--- src/rtl/rv_decode_pkg.sv ---
// Shared opcode constants, instruction-format enum and XLEN legality helper
// for the RISC-V decode stage.
package rv_decode_pkg;

  localparam logic [6:0] OP_LUI      = 7'b0110111;
  localparam logic [6:0] OP_AUIPC    = 7'b0010111;
  localparam logic [6:0] OP_JAL      = 7'b1101111;
  localparam logic [6:0] OP_JALR     = 7'b1100111;
  localparam logic [6:0] OP_LOAD     = 7'b0000011;
  localparam logic [6:0] OP_IMM      = 7'b0010011;
  localparam logic [6:0] OP_MISC_MEM = 7'b0001111;
  localparam logic [6:0] OP_SYSTEM   = 7'b1110011;
  localparam logic [6:0] OP_BRANCH   = 7'b1100011;
  localparam logic [6:0] OP_STORE    = 7'b0100011;
  localparam logic [6:0] OP_REG      = 7'b0110011;
  localparam logic [6:0] OP_IMM_32   = 7'b0011011;
  localparam logic [6:0] OP_REG_32   = 7'b0111011;

  typedef enum logic [2:0] {
    FMT_R = 3'd0,
    FMT_I = 3'd1,
    FMT_S = 3'd2,
    FMT_B = 3'd3,
    FMT_U = 3'd4,
    FMT_J = 3'd5
  } fmt_e;

  function automatic bit xlen_legal(input int xlen);
    return (xlen == 32) || (xlen == 64);
  endfunction

endpackage

--- src/rtl/instr_imm_gen.sv ---
// Combinational format classification and sign-extended immediate generation.
// DECODE_ILLEGAL_EN adds the illegal-instruction check; otherwise illegal is 0.
module instr_imm_gen
  import rv_decode_pkg::*;
#(
  parameter int XLEN = 32
) (
  input  logic [31:0]     instr,
  output fmt_e            fmt,
  output logic [XLEN-1:0] imm,
  output logic            illegal
);

  logic [6:0]  opcode;
  logic [31:0] imm32;

  assign opcode = instr[6:0];

  always_comb begin
    fmt = FMT_R;
    case (opcode)
      OP_LUI, OP_AUIPC:                                  fmt = FMT_U;
      OP_JAL:                                            fmt = FMT_J;
      OP_JALR, OP_LOAD, OP_IMM, OP_MISC_MEM, OP_SYSTEM:  fmt = FMT_I;
      OP_BRANCH:                                         fmt = FMT_B;
      OP_STORE:                                          fmt = FMT_S;
      OP_IMM_32:                                         fmt = (XLEN == 64) ? FMT_I : FMT_R;
      default:                                           fmt = FMT_R;
    endcase
  end

  always_comb begin
    imm32 = '0;
    case (fmt)
      FMT_I:   imm32 = {{20{instr[31]}}, instr[31:20]};
      FMT_S:   imm32 = {{20{instr[31]}}, instr[31:25], instr[11:7]};
      FMT_B:   imm32 = {{19{instr[31]}}, instr[31], instr[7], instr[30:25], instr[11:8], 1'b0};
      FMT_U:   imm32 = {instr[31:12], 12'b0};
      FMT_J:   imm32 = {{11{instr[31]}}, instr[31], instr[19:12], instr[20], instr[30:21], 1'b0};
      default: imm32 = '0;
    endcase
  end

  assign imm = XLEN'($signed(imm32));

`ifdef DECODE_ILLEGAL_EN
  // Unmapped opcodes classify as R, so R with a non-register opcode means unknown.
  logic reg_op;
  logic bad_funct7;
  assign reg_op     = (opcode == OP_REG) || ((XLEN == 64) && (opcode == OP_REG_32));
  assign bad_funct7 = (opcode == OP_REG) &&
                      !(instr[31:25] inside {7'b0000000, 7'b0100000, 7'b0000001});
  assign illegal    = (instr[1:0] != 2'b11) || (instr == 32'd0) ||
                      ((fmt == FMT_R) && !reg_op) || bad_funct7;
`else
  assign illegal = 1'b0;
`endif

endmodule

--- src/rtl/instr_decode_stage.sv ---
// Registered RISC-V decode stage with valid/ready handshake and flush.
// Optional illegal-instruction detection is enabled by DECODE_ILLEGAL_EN.
module instr_decode_stage
  import rv_decode_pkg::*;
#(
  parameter int XLEN = 32
) (
  input  logic            clk,
  input  logic            rst,
  input  logic            in_valid,
  output logic            in_ready,
  input  logic [31:0]     in_instr,
  input  logic [XLEN-1:0] in_pc,
  input  logic            flush,
  output logic            out_valid,
  input  logic            out_ready,
  output logic [XLEN-1:0] out_pc,
  output logic [6:0]      out_opcode,
  output logic [4:0]      out_rd,
  output logic [4:0]      out_rs1,
  output logic [4:0]      out_rs2,
  output logic [2:0]      out_funct3,
  output logic [6:0]      out_funct7,
  output logic [2:0]      out_fmt,
  output logic [XLEN-1:0] out_imm,
  output logic            out_illegal
);

  generate
    if (!xlen_legal(XLEN)) begin : g_bad_xlen
      $error("instr_decode_stage: XLEN must be 32 or 64");
    end
  endgenerate

  fmt_e            dec_fmt;
  logic [XLEN-1:0] dec_imm;
  logic            dec_illegal;
  logic            accept;
  logic            load;

  instr_imm_gen #(.XLEN(XLEN)) u_imm_gen (
    .instr   (in_instr),
    .fmt     (dec_fmt),
    .imm     (dec_imm),
    .illegal (dec_illegal)
  );

  assign in_ready = !out_valid || out_ready;
  assign accept   = in_valid && in_ready;
  // A flushed accept is dropped, so the data registers keep their old value.
  assign load     = accept && !flush;

  always_ff @(posedge clk or posedge rst) begin
    if (rst)           out_valid <= 1'b0;
    else if (flush)    out_valid <= 1'b0;
    else if (accept)   out_valid <= 1'b1;
    else if (out_ready) out_valid <= 1'b0;
  end

  always_ff @(posedge clk or posedge rst) begin
    if (rst) begin
      out_pc      <= '0;
      out_opcode  <= '0;
      out_rd      <= '0;
      out_rs1     <= '0;
      out_rs2     <= '0;
      out_funct3  <= '0;
      out_funct7  <= '0;
      out_fmt     <= FMT_R;
      out_imm     <= '0;
      out_illegal <= 1'b0;
    end else if (load) begin
      out_pc      <= in_pc;
      out_opcode  <= in_instr[6:0];
      out_rd      <= in_instr[11:7];
      out_rs1     <= in_instr[19:15];
      out_rs2     <= in_instr[24:20];
      out_funct3  <= in_instr[14:12];
      out_funct7  <= in_instr[31:25];
      out_fmt     <= dec_fmt;
      out_imm     <= dec_imm;
      out_illegal <= dec_illegal;
    end
  end

endmodule

--- config.mk ---
export PLATFORM = sky130hd
export DESIGN_NAME = instr_decode_stage
export DESIGN_NICKNAME = d
export VERILOG_FILES = /design/src/rtl/rv_decode_pkg.sv /design/src/rtl/instr_imm_gen.sv /design/src/rtl/instr_decode_stage.sv
export SDC_FILE = /design/constraint.sdc
export NUM_CORES = 1
export LEC_CHECK = 0
export ABC_AREA = 1
export CAP_MARGIN = 20
export CELL_PAD_IN_SITES_DETAIL_PLACEMENT = 1
export CELL_PAD_IN_SITES_GLOBAL_PLACEMENT = 1
export CORE_MARGIN = 3
export CORE_UTILIZATION = 28
export DETAILED_ROUTE_END_ITERATION = 12
export GPL_TIMING_DRIVEN = 0
export PLACE_DENSITY_LB_ADDON = 0.1
export SETUP_SLACK_MARGIN = 0.1
export SKIP_CTS_REPAIR_TIMING = 1
export SLEW_MARGIN = 20
export SYNTH_ARGS = -nofsm -noshare
export SYNTH_HDL_FRONTEND = slang
export SYNTH_SLANG_ARGS = --single-unit
--- constraint.sdc ---
create_clock -name clk -period 3.24 [get_ports clk]
set_input_delay 0.648 -clock clk [delete_from_list [all_inputs] [get_ports clk]]
set_output_delay 0.648 -clock clk [all_outputs]
set_load 0.02 [all_outputs]
**Yosys cells after proc, flatten, opt, wreduce, memory -nomap -nowiden**

Cells that the tools add are included.

- Register bits: 100
- Latch bits: 0
- Bits in writable memories: 0
- ROM bits: 0
- Input bits: 69
- Output and inout port bits: 102
- Word-level logic and storage cells: 38
- Memories kept: 0

- Add/subtract/negate cells: 0
- $mul: 0
- Div/mod/pow operators: 0
- Order comparisons: 0
- Equality and inequality tests: 15
- Shifts and indexed selects: 0
- Muxes and demuxes: 5
- Bitwise gates (word level): 0
- Reductions and logical operators: 8

Operators by type and width:

| operator | count |
|---|---|
| $pmux W32 S5 | 1 |
| $eq A7 B7 Y1 const B | 4 |
| $pmux W3 S5 | 1 |
| $eq A7 B5 Y1 const B | 2 |
| $eq A7 B6 Y1 const B | 2 |
| $eq A7 B2 Y1 const B | 1 |
| $eq A7 B4 Y1 const B | 1 |
| $eq A3 B2 Y1 const B | 2 |
| $eq A3 B3 Y1 const B | 2 |
| $reduce_or A5 Y1 | 1 |
| $eq A3 B1 Y1 const B | 1 |
| $mux W1 | 3 |
| $reduce_bool A3 Y1 | 1 |
| $logic_and A1 B1 Y1 | 2 |
| $logic_not A1 Y1 | 2 |
| $reduce_or A2 Y1 | 1 |
| $logic_or A1 B1 Y1 | 1 |

**Longest topological paths before layout**

Gate-level depths: netlist (run 1).

- Depth after elaboration: 5
- Mapped depth: 11
- Gate-level depth less buffers: 11

**Hierarchy**

A second synthesis (run 1) with hierarchy kept.

- Cells, all modules: 623
- Area total of the unflattened synthesis: 5182.5 µm²

By module, submodules not included:

| module | times used | cells each | area an instance (µm²) | seq. area each (µm²) |
|---|---|---|---|---|
| instr_decode_stage | 1 | 440 | 4249.1 | 2527.4 |
| instr_imm_gen | 1 | 183 | 933.4 | 0.0 |

**Least setup slack after synthesis (run 1)**

No wires, ideal clock.

- Path kind: input -> output
- Start point: input out_ready
- End point: output in_ready
- Arrival time: 1001 ps
- Data required time: 2592 ps
- Setup slack: 1591 ps
- Cell stages on the path: 2
- Buffers on the path: 0
- Path through: nor2_1 inv_1

- Longest elaborated chain between the ends: 1

RTL lines:

| item | RTL line | text |
|---|---|---|
| start, declared | instr_decode_stage.sv:16 | `input logic out_ready,` |
| $logic_or A1 B1 Y1 | instr_decode_stage.sv:48 | `assign in_ready = !out_valid \|\| out_ready;` |
| end, declared | instr_decode_stage.sv:11 | `output logic in_ready,` |

No other way between the ends.

**Worst setup path after layout (run 1)**

Ends and elaborated chain as after synthesis.

==> flow_summary.rst, run 1 <==
.. list-table::
   :header-rows: 1

   * - Metric
     - Value
   * - Area added between synthesis and finish
     - 53.5%
   * - Clk slew on worst S/H paths
     - ~0.07 ns
   * - Fin Setup TNS
     - 0 ns
   * - Top area cells in the synthesized netlist
     - dfrtp_1, nand2_1, o21ai_0
   * - Area post-placement
     - between 0.006 and 0.007 mm^2
   * - Critical path peak fanout
     - 2
   * - Chip Height
     - around 130 um
   * - Number of hold violations in the final report
     - 0
   * - Cell type contributing the most total cell area after synthesis
     - dfrtp_1
   * - Most frequent cell after synthesis
     - nand2_1
   * - Cell variety after synth
     - 19
   * - Footprint of the flip-flops and latches
     - roughly 0.0025 mm^2
   * - Power consumption
     - 3.45 mW
   * - Number of sinks driven by the clock tree
     - 100
   * - Avg WL per Cell
     - around 16 um
   * - Primary flip-flop cell chosen by synthesis mapping
     - dfrtp_1
   * - Maximum number of pins on one net before global-route repair
     - 33
   * - Wire length of the first global-routing pass
     - about 24 mm
   * - Number of nets in the finished design
     - 786
   * - Cell types with the highest counts after synthesis
     - nand2_1, dfrtp_1, inv_1
   * - Final GP Congestion
     - approximately 0.76
   * - Per-cell via count in the routed design
     - roughly 4.5
   * - Final setup skew
     - around 0.0035 ns
   * - Initial antenna violation count
     - 0
   * - Arrival time reported for the critical path endpoint
     - between 1.5 and 2 ns
   * - TritonCTS buffer count
     - 9
   * - Core area
     - 0.0148 mm^2
   * - Number of flops mapped to enable cells by yosys
     - 0
   * - Synthesis Warnings
     - 0
   * - Finished Cell Area
     - 0.00658 mm^2
   * - Root buffer cell
     - clkbuf_16
   * - Number of detailed-route iterations in the first pass
     - 4
   * - Synthesized netlist cell count
     - about 540
   * - Clock latency reported for the late side of the worst-skew pair
     - about 0.34 ns
   * - CP Cell Sequence
     - clkdlybuf4s50_1 > nor2_1 > inv_1 > clkdlybuf4s50_1
   * - Final HPWL DP
     - 11.0 mm
   * - Number of antenna-violating nets in the routed design
     - 0
   * - Endpoints failing setup
     - 0
   * - Worst slew slack as a fraction of its limit
     - 0.657
   * - Final Util
     - 0.446
   * - Multi-input combinational cell area
     - around 0.0015 mm^2
   * - Cell family contributing the most delay on the critical path
     - buffers and inverters
   * - Crit-path max cell delay
     - between 0.5 and 0.6 ns
   * - Share of flip-flops with an asynchronous set or reset
     - 1.00
   * - Number of global-route vias before repair
     - between 4000 and 5000
   * - CTS Buffer Depth
     - 2
   * - Worst vdd rail ir drop
     - 0.269 mV
   * - DRC Markers
     - 0
   * - Result of the run
     - complete, no violations
   * - Mean Syn Cell Area
     - 8.01 um^2
   * - Achievable frequency
     - about 0.39 GHz
   * - Grt ovf
     - 0
   * - Drt first-iter violations
     - 89
   * - Cell with the most instances on the worst path
     - clkdlybuf4s50_1
   * - Buf/Inv on CP
     - 3
   * - Routed vias
     - between 4000 and 5000
   * - Netlist Area Pre-Place
     - 0.00429 mm^2
   * - Effective utilization at floorplan
     - 0.291
   * - Non-Filler Instances
     - approximately 910
   * - I/O pin cnt
     - ~170
   * - Critical Path RT
     - about 2.6 ns
   * - Part of the Yosys area used for sequential elements
     - 0.584
   * - Width of the die
     - between 100 and 150 um
   * - Category of the worst setup path capture point
     - output pin
   * - Transition time at the pin with the least slew margin
     - between 0.5 and 0.6 ns
   * - Area share of the leading cell type in the synthesized netlist
     - 0.584
   * - Antenna cell count
     - 0
   * - Reported max-cap violation count
     - 0
   * - Setup repair after global routing missed its margin
     - no
   * - Max stage delay cell, worst path
     - clkdlybuf4s50_1
   * - Number of placed instances with taps included
     - just under 900
   * - Static leakage power
     - ~3.3 nW
   * - Worst hold path type
     - flip-flop to flip-flop
   * - Share of the clock period used by the worst path
     - 0.793
   * - Tmin final
     - 2.57 ns
   * - Number of H-tree levels
     - 3
   * - Kind of start point of the critical path
     - input pin
   * - Share of post-route cells with drive strength above 1
     - 0.0748
   * - Clock tree from TritonCTS
     - built
   * - Flip-flop and latch count after synthesis
     - 100
   * - Die area
     - 0.0168 mm^2
   * - Max Transition Viols Final
     - 0
   * - Global routing usage summed across all routing layers
     - 0.180
   * - Overall routed net length
     - between 10 and 15 mm
   * - Num rows
     - 44
   * - Layout fillers
     - roughly 1800
   * - Port bufs
     - ~170
   * - Critical path class
     - input pin to output pin
   * - Power per unit of standard cell area
     - 523 mW/mm^2
   * - Synthesized Nets
     - 604
[where the power goes]
group          switching, mW  internal, mW
logic                  0.433         0.382
registers             0.0782          1.38
clock network          0.465         0.703
[cell families after synthesis]
kind of cell    synth area share
compound gates            0.0560
flops                      0.584
simple gates               0.297
other cells             0.000875
buf+inv                   0.0624
[registers in the layout, summed over array words and instances, names as in the netlist]
signal and flops:
out_imm 32, out_valid 1, out_rd 5, out_fmt 3, out_funct3 3, out_opcode 7
out_rs2 5, out_rs1 5, out_funct7 7, out_pc 32
[placed cells by master (no fill, tap or decap)]
master	synthesis	final
a21oi_1	9	9
buf_12	0	3
buf_2	18	18
buf_4	1	1
bufinv_16	0	2
clkbuf_1	5	8
clkbuf_16	0	9
clkbuf_2	1	1
clkbuf_8	0	1
clkdlybuf4s50_1	0	168
clkinvlp_4	0	1
conb_1	1	1
dfrtp_1	100	100
inv_1	30	29
inv_2	9	9
inv_6	0	1
nand2_1	284	284
nand2_2	3	3
nand2_4	1	1
nand3_1	15	15
nand3_4	1	1
nor2_1	15	15
nor2_2	2	2
nor3_4	1	1
o21ai_0	25	25
o21ai_1	14	14
[final timing paths]
| path | from | slack (ns) | to | cells after the start |
|---|---|---|---|---|
| worst max-delay path | out_ready | 0.67 | in_ready | 4 |
| worst min-delay path | out_pc[0]$_DFFE_PP0P_ | 0.47 | out_pc[0]$_DFFE_PP0P_ | 2 |
| worst max register to register | out_valid$_DFFE_PP0P_ | 1.59 | out_pc[2]$_DFFE_PP0P_ | 7 |
| worst min register to register | out_pc[0]$_DFFE_PP0P_ | 0.47 | out_pc[0]$_DFFE_PP0P_ | 2 |
| max in group asynchronous | rst | 1.90 | out_imm[8]$_DFFE_PP0P_ | 4 |
| min in group asynchronous | rst | 0.64 | out_pc[31]$_DFFE_PP0P_ | 2 |
[metal layers]
metal,global-route usage,wire [um],vias to the layer above
met5,0,0,-
met4,0.0513,171,0
met3,0.0327,597,13
met2,0.308,7310,91
met1,0.235,6460,2001
li1,-,-,1994
[worst min-delay path, stage by stage, from the launching register on]
cell	delay, ns
dfrtp_1	0.34
nand2_1	0.05
nand2_1	0.05
[per-stage QoR]
step | worst slack (ns) | hold slack [ns]
after floorplan | 1.40 | 0.582
after global placement | 0.279 | 0.453
after detailed placement | 0.666 | 0.459
after CTS | 0.666 | 0.476
after global routing | 0.596 | 0.501
final | 0.670 | 0.470
[area by class of cell]
| class | count | area share |
|---|---|---|
| clock inverters | 3 | 0.0105 |
| plain buffers | 25 | 0.0184 |
| clock buffers | 13 | 0.0380 |
| inverters | 39 | 0.0228 |
| flip-flops and latches | 100 | 0.380 |
| well taps | 184 | 0.0350 |
| repair buffers | 171 | 0.265 |
| multi-input cells | 371 | 0.231 |
(Power assumes the default switching activity.)
==> run 2, diff against run 1 <==
CORE_UTILIZATION = 31   (was 28)
clock period = 2.51 ns   (was 3.24 ns; I/O delays follow)
==> run 2 against run 1 <==
Net effect: cell count shrank 0.88%; critical path type unchanged; clock power grew 24%; sequential share of layout area grew 0.11 points; global-route usage grew 0.93 points; combinational power grew 29%; via count shrank 0.41%; die area shrank 9.2%; total power grew 27%; core utilization grew 4.4 points; clock skew grew 0.0052 ns.
==> flow_summary.rst, run 2 (same netlist as run 1, synthesis figures left out) <==
.. list-table::
   :header-rows: 1

   * - Metric
     - Value
   * - Number of detailed-route iterations in the first pass
     - 4
   * - Critical Path RT
     - 2.01 ns
   * - Met2 wire length
     - about 6.8 mm
   * - Reg2reg start
     - out_valid$_DFFE_PP0P_
   * - Worst reg2reg endpoint
     - out_pc[5]$_DFFE_PP0P_
   * - Clock latency reported for the late side of the worst-skew pair
     - between 0.3 and 0.4 ns
   * - Critical path class
     - input pin to output pin
   * - Effective utilization at floorplan
     - 0.320
   * - Finished Cell Area
     - about 0.0066 mm^2
   * - Static leakage power
     - between 3 and 4 nW
   * - Antenna cell count
     - 0
   * - Root buffer cell
     - clkbuf_16
   * - Final HPWL DP
     - around 11 mm
   * - Width of the die
     - 124 um
   * - Category of the worst setup path capture point
     - output pin
   * - Number of nets in the finished design
     - roughly 790
   * - Critical path peak fanout
     - 2
   * - Worst hold margin
     - approximately 0.45 ns
   * - Area post-placement
     - around 0.0063 mm^2
   * - Worst slew slack as a fraction of its limit
     - 0.650
   * - Max stage delay cell, worst path
     - clkdlybuf4s50_1
   * - Die area
     - 0.0153 mm^2
   * - Maximum number of pins on one net before global-route repair
     - 34
   * - CP Cell Sequence
     - clkdlybuf4s50_1 > nor2_1 > inv_1 > clkdlybuf4s50_1
   * - Wire length of the first global-routing pass
     - between 20 and 25 mm
   * - Setup repair after global routing missed its margin
     - no
   * - Worst hold path type
     - input pin to async pin
   * - Cell with the most instances on the worst path
     - clkdlybuf4s50_1
   * - Count of cell instances traversed by the critical path
     - 4
   * - Number of H-tree levels
     - 3
   * - Leading cell type in the layout, fill and taps excluded
     - nand2_1
   * - Drt first-iter violations
     - between 100 and 150
   * - Buf/Inv on CP
     - 3
   * - Area added between synthesis and finish
     - 53.1%
   * - Largest registers ranked by flip-flop count
     - out_imm (32), out_pc (32)
   * - Worst R2R Setup Slack
     - ~0.86 ns
   * - Share of the clock period used by the worst path
     - 0.924
   * - Per-cell via count in the routed design
     - ~4.5
   * - TritonCTS buffer count
     - 9
   * - Number of cells on the worst reg-to-reg path
     - 7
   * - Crit-path max cell delay
     - around 0.55 ns
   * - Uppermost signal routing layer after detailed routing
     - met4
   * - I/O pin cnt
     - around 170
   * - Number of antenna-violating nets in the routed design
     - 0
   * - Max Transition Viols Final
     - 0
   * - Layout fillers
     - approximately 1600
   * - Chip Height
     - 124 um
   * - Avg WL per Cell
     - roughly 15 um
   * - Wire length the detailed router placed on met1
     - about 6 mm
   * - Port bufs
     - 168
   * - Achievable frequency
     - approximately 0.43 GHz
   * - CTS Buffer Depth
     - 2
   * - Power per unit of standard cell area
     - 668 mW/mm^2
   * - Number of global-route vias before repair
     - between 4000 and 5000
   * - Most frequent cells in the layout
     - nand2_1, clkdlybuf4s50_1, dfrtp_1, inv_1, o21ai_0
   * - Met3 wire length
     - approximately 780 um
   * - Final setup skew
     - ~0.0087 ns
   * - Final GP Congestion
     - ~0.81
   * - DRC Markers
     - 0
   * - Overall routed net length
     - around 14 mm
   * - Routed vias
     - roughly 4000
   * - Reported max-cap violation count
     - 0
   * - Worst vdd rail ir drop
     - between 0.2 and 0.3 mV
   * - Number of sinks driven by the clock tree
     - 100
   * - Num rows
     - between 40 and 50
   * - Result of the run
     - complete, no violations
   * - Tmin final
     - roughly 2.3 ns
   * - Arrival time reported for the critical path endpoint
     - between 1.5 and 2 ns
   * - Kind of start point of the critical path
     - input pin
   * - Global routing usage summed across all routing layers
     - 0.189
   * - Transition time at the pin with the least slew margin
     - roughly 0.52 ns
   * - Clk slew on worst S/H paths
     - roughly 0.080 ns
   * - Clock tree from TritonCTS
     - built
   * - Share of post-route cells with drive strength above 1
     - 0.0789
   * - Grt ovf
     - 0
   * - Initial antenna violation count
     - 0
   * - Number of hold violations in the final report
     - 0
   * - Cell family contributing the most delay on the critical path
     - buffers and inverters
   * - Core area
     - about 0.013 mm^2
   * - Endpoints failing setup
     - 0
run 2: cell types whose count changed in the layout (fill, tap and decap cells not counted), sizes merged:
cell      change
bufinv        -1
clkinvlp      +4
clkbuf        -3
run 2: final cells by class:
cell class / instances / area [um^2] / share of cell area
Sequential cell: 100 / 2500 / 0.381
Timing Repair Buffer: 171 / 1740 / 0.265
Multi-Input combinational cell: 371 / 1520 / 0.231
Clock buffer: 10 / 239 / 0.0364
Tap cell: 176 / 220 / 0.0335
Inverter: 39 / 150 / 0.0229
Buffer: 25 / 121 / 0.0185
Clock inverter: 6 / 71.3 / 0.0109
run 2: power by group:
group / switching, mW / internal (mW) / leakage (nW)
logic: 0.555 / 0.493 / 1.90
clock network: 0.641 / 0.807 / 0.139
registers: 0.103 / 1.79 / 1.29
total: 1.30 / 3.09 / 3.33
run 2: worst max-delay path by stage:
stage,startpoint,end,slack [ns]
2_1_floorplan,rst,out_fmt[0]$_DFFE_PP0P_,0.82
3_3_place_gp,rst,out_opcode[6]$_DFFE_PP0P_,-0.28
3_5_place_dp,out_ready,in_ready,0.19
4_1_cts,out_ready,in_ready,0.19
5_1_grt,out_ready,in_ready,0.15
6_report,out_ready,in_ready,0.19
run 2: metal layers:
layer / vias to the layer above / track usage
met1: 1966 / 0.233
met4: 0 / 0.0768
met5: - / 0
met2: 106 / 0.318
li1: 1989 / -
met3: 21 / 0.0459
run 2: metrics by stage:
step	power (mW)	utilization	instances	setup TNS [ns]	setup WS, ns
2_1_floorplan	2.38	-	535	0	0.818
4_1_cts	4.47	0.490	898	0	0.191
3_3_place_gp	2.94	0.462	879	-27.44	-0.282
3_5_place_dp	2.98	0.467	882	0	0.190
5_1_grt	4.62	0.490	898	0	0.146
6_report	4.39	0.490	898	0	0.191
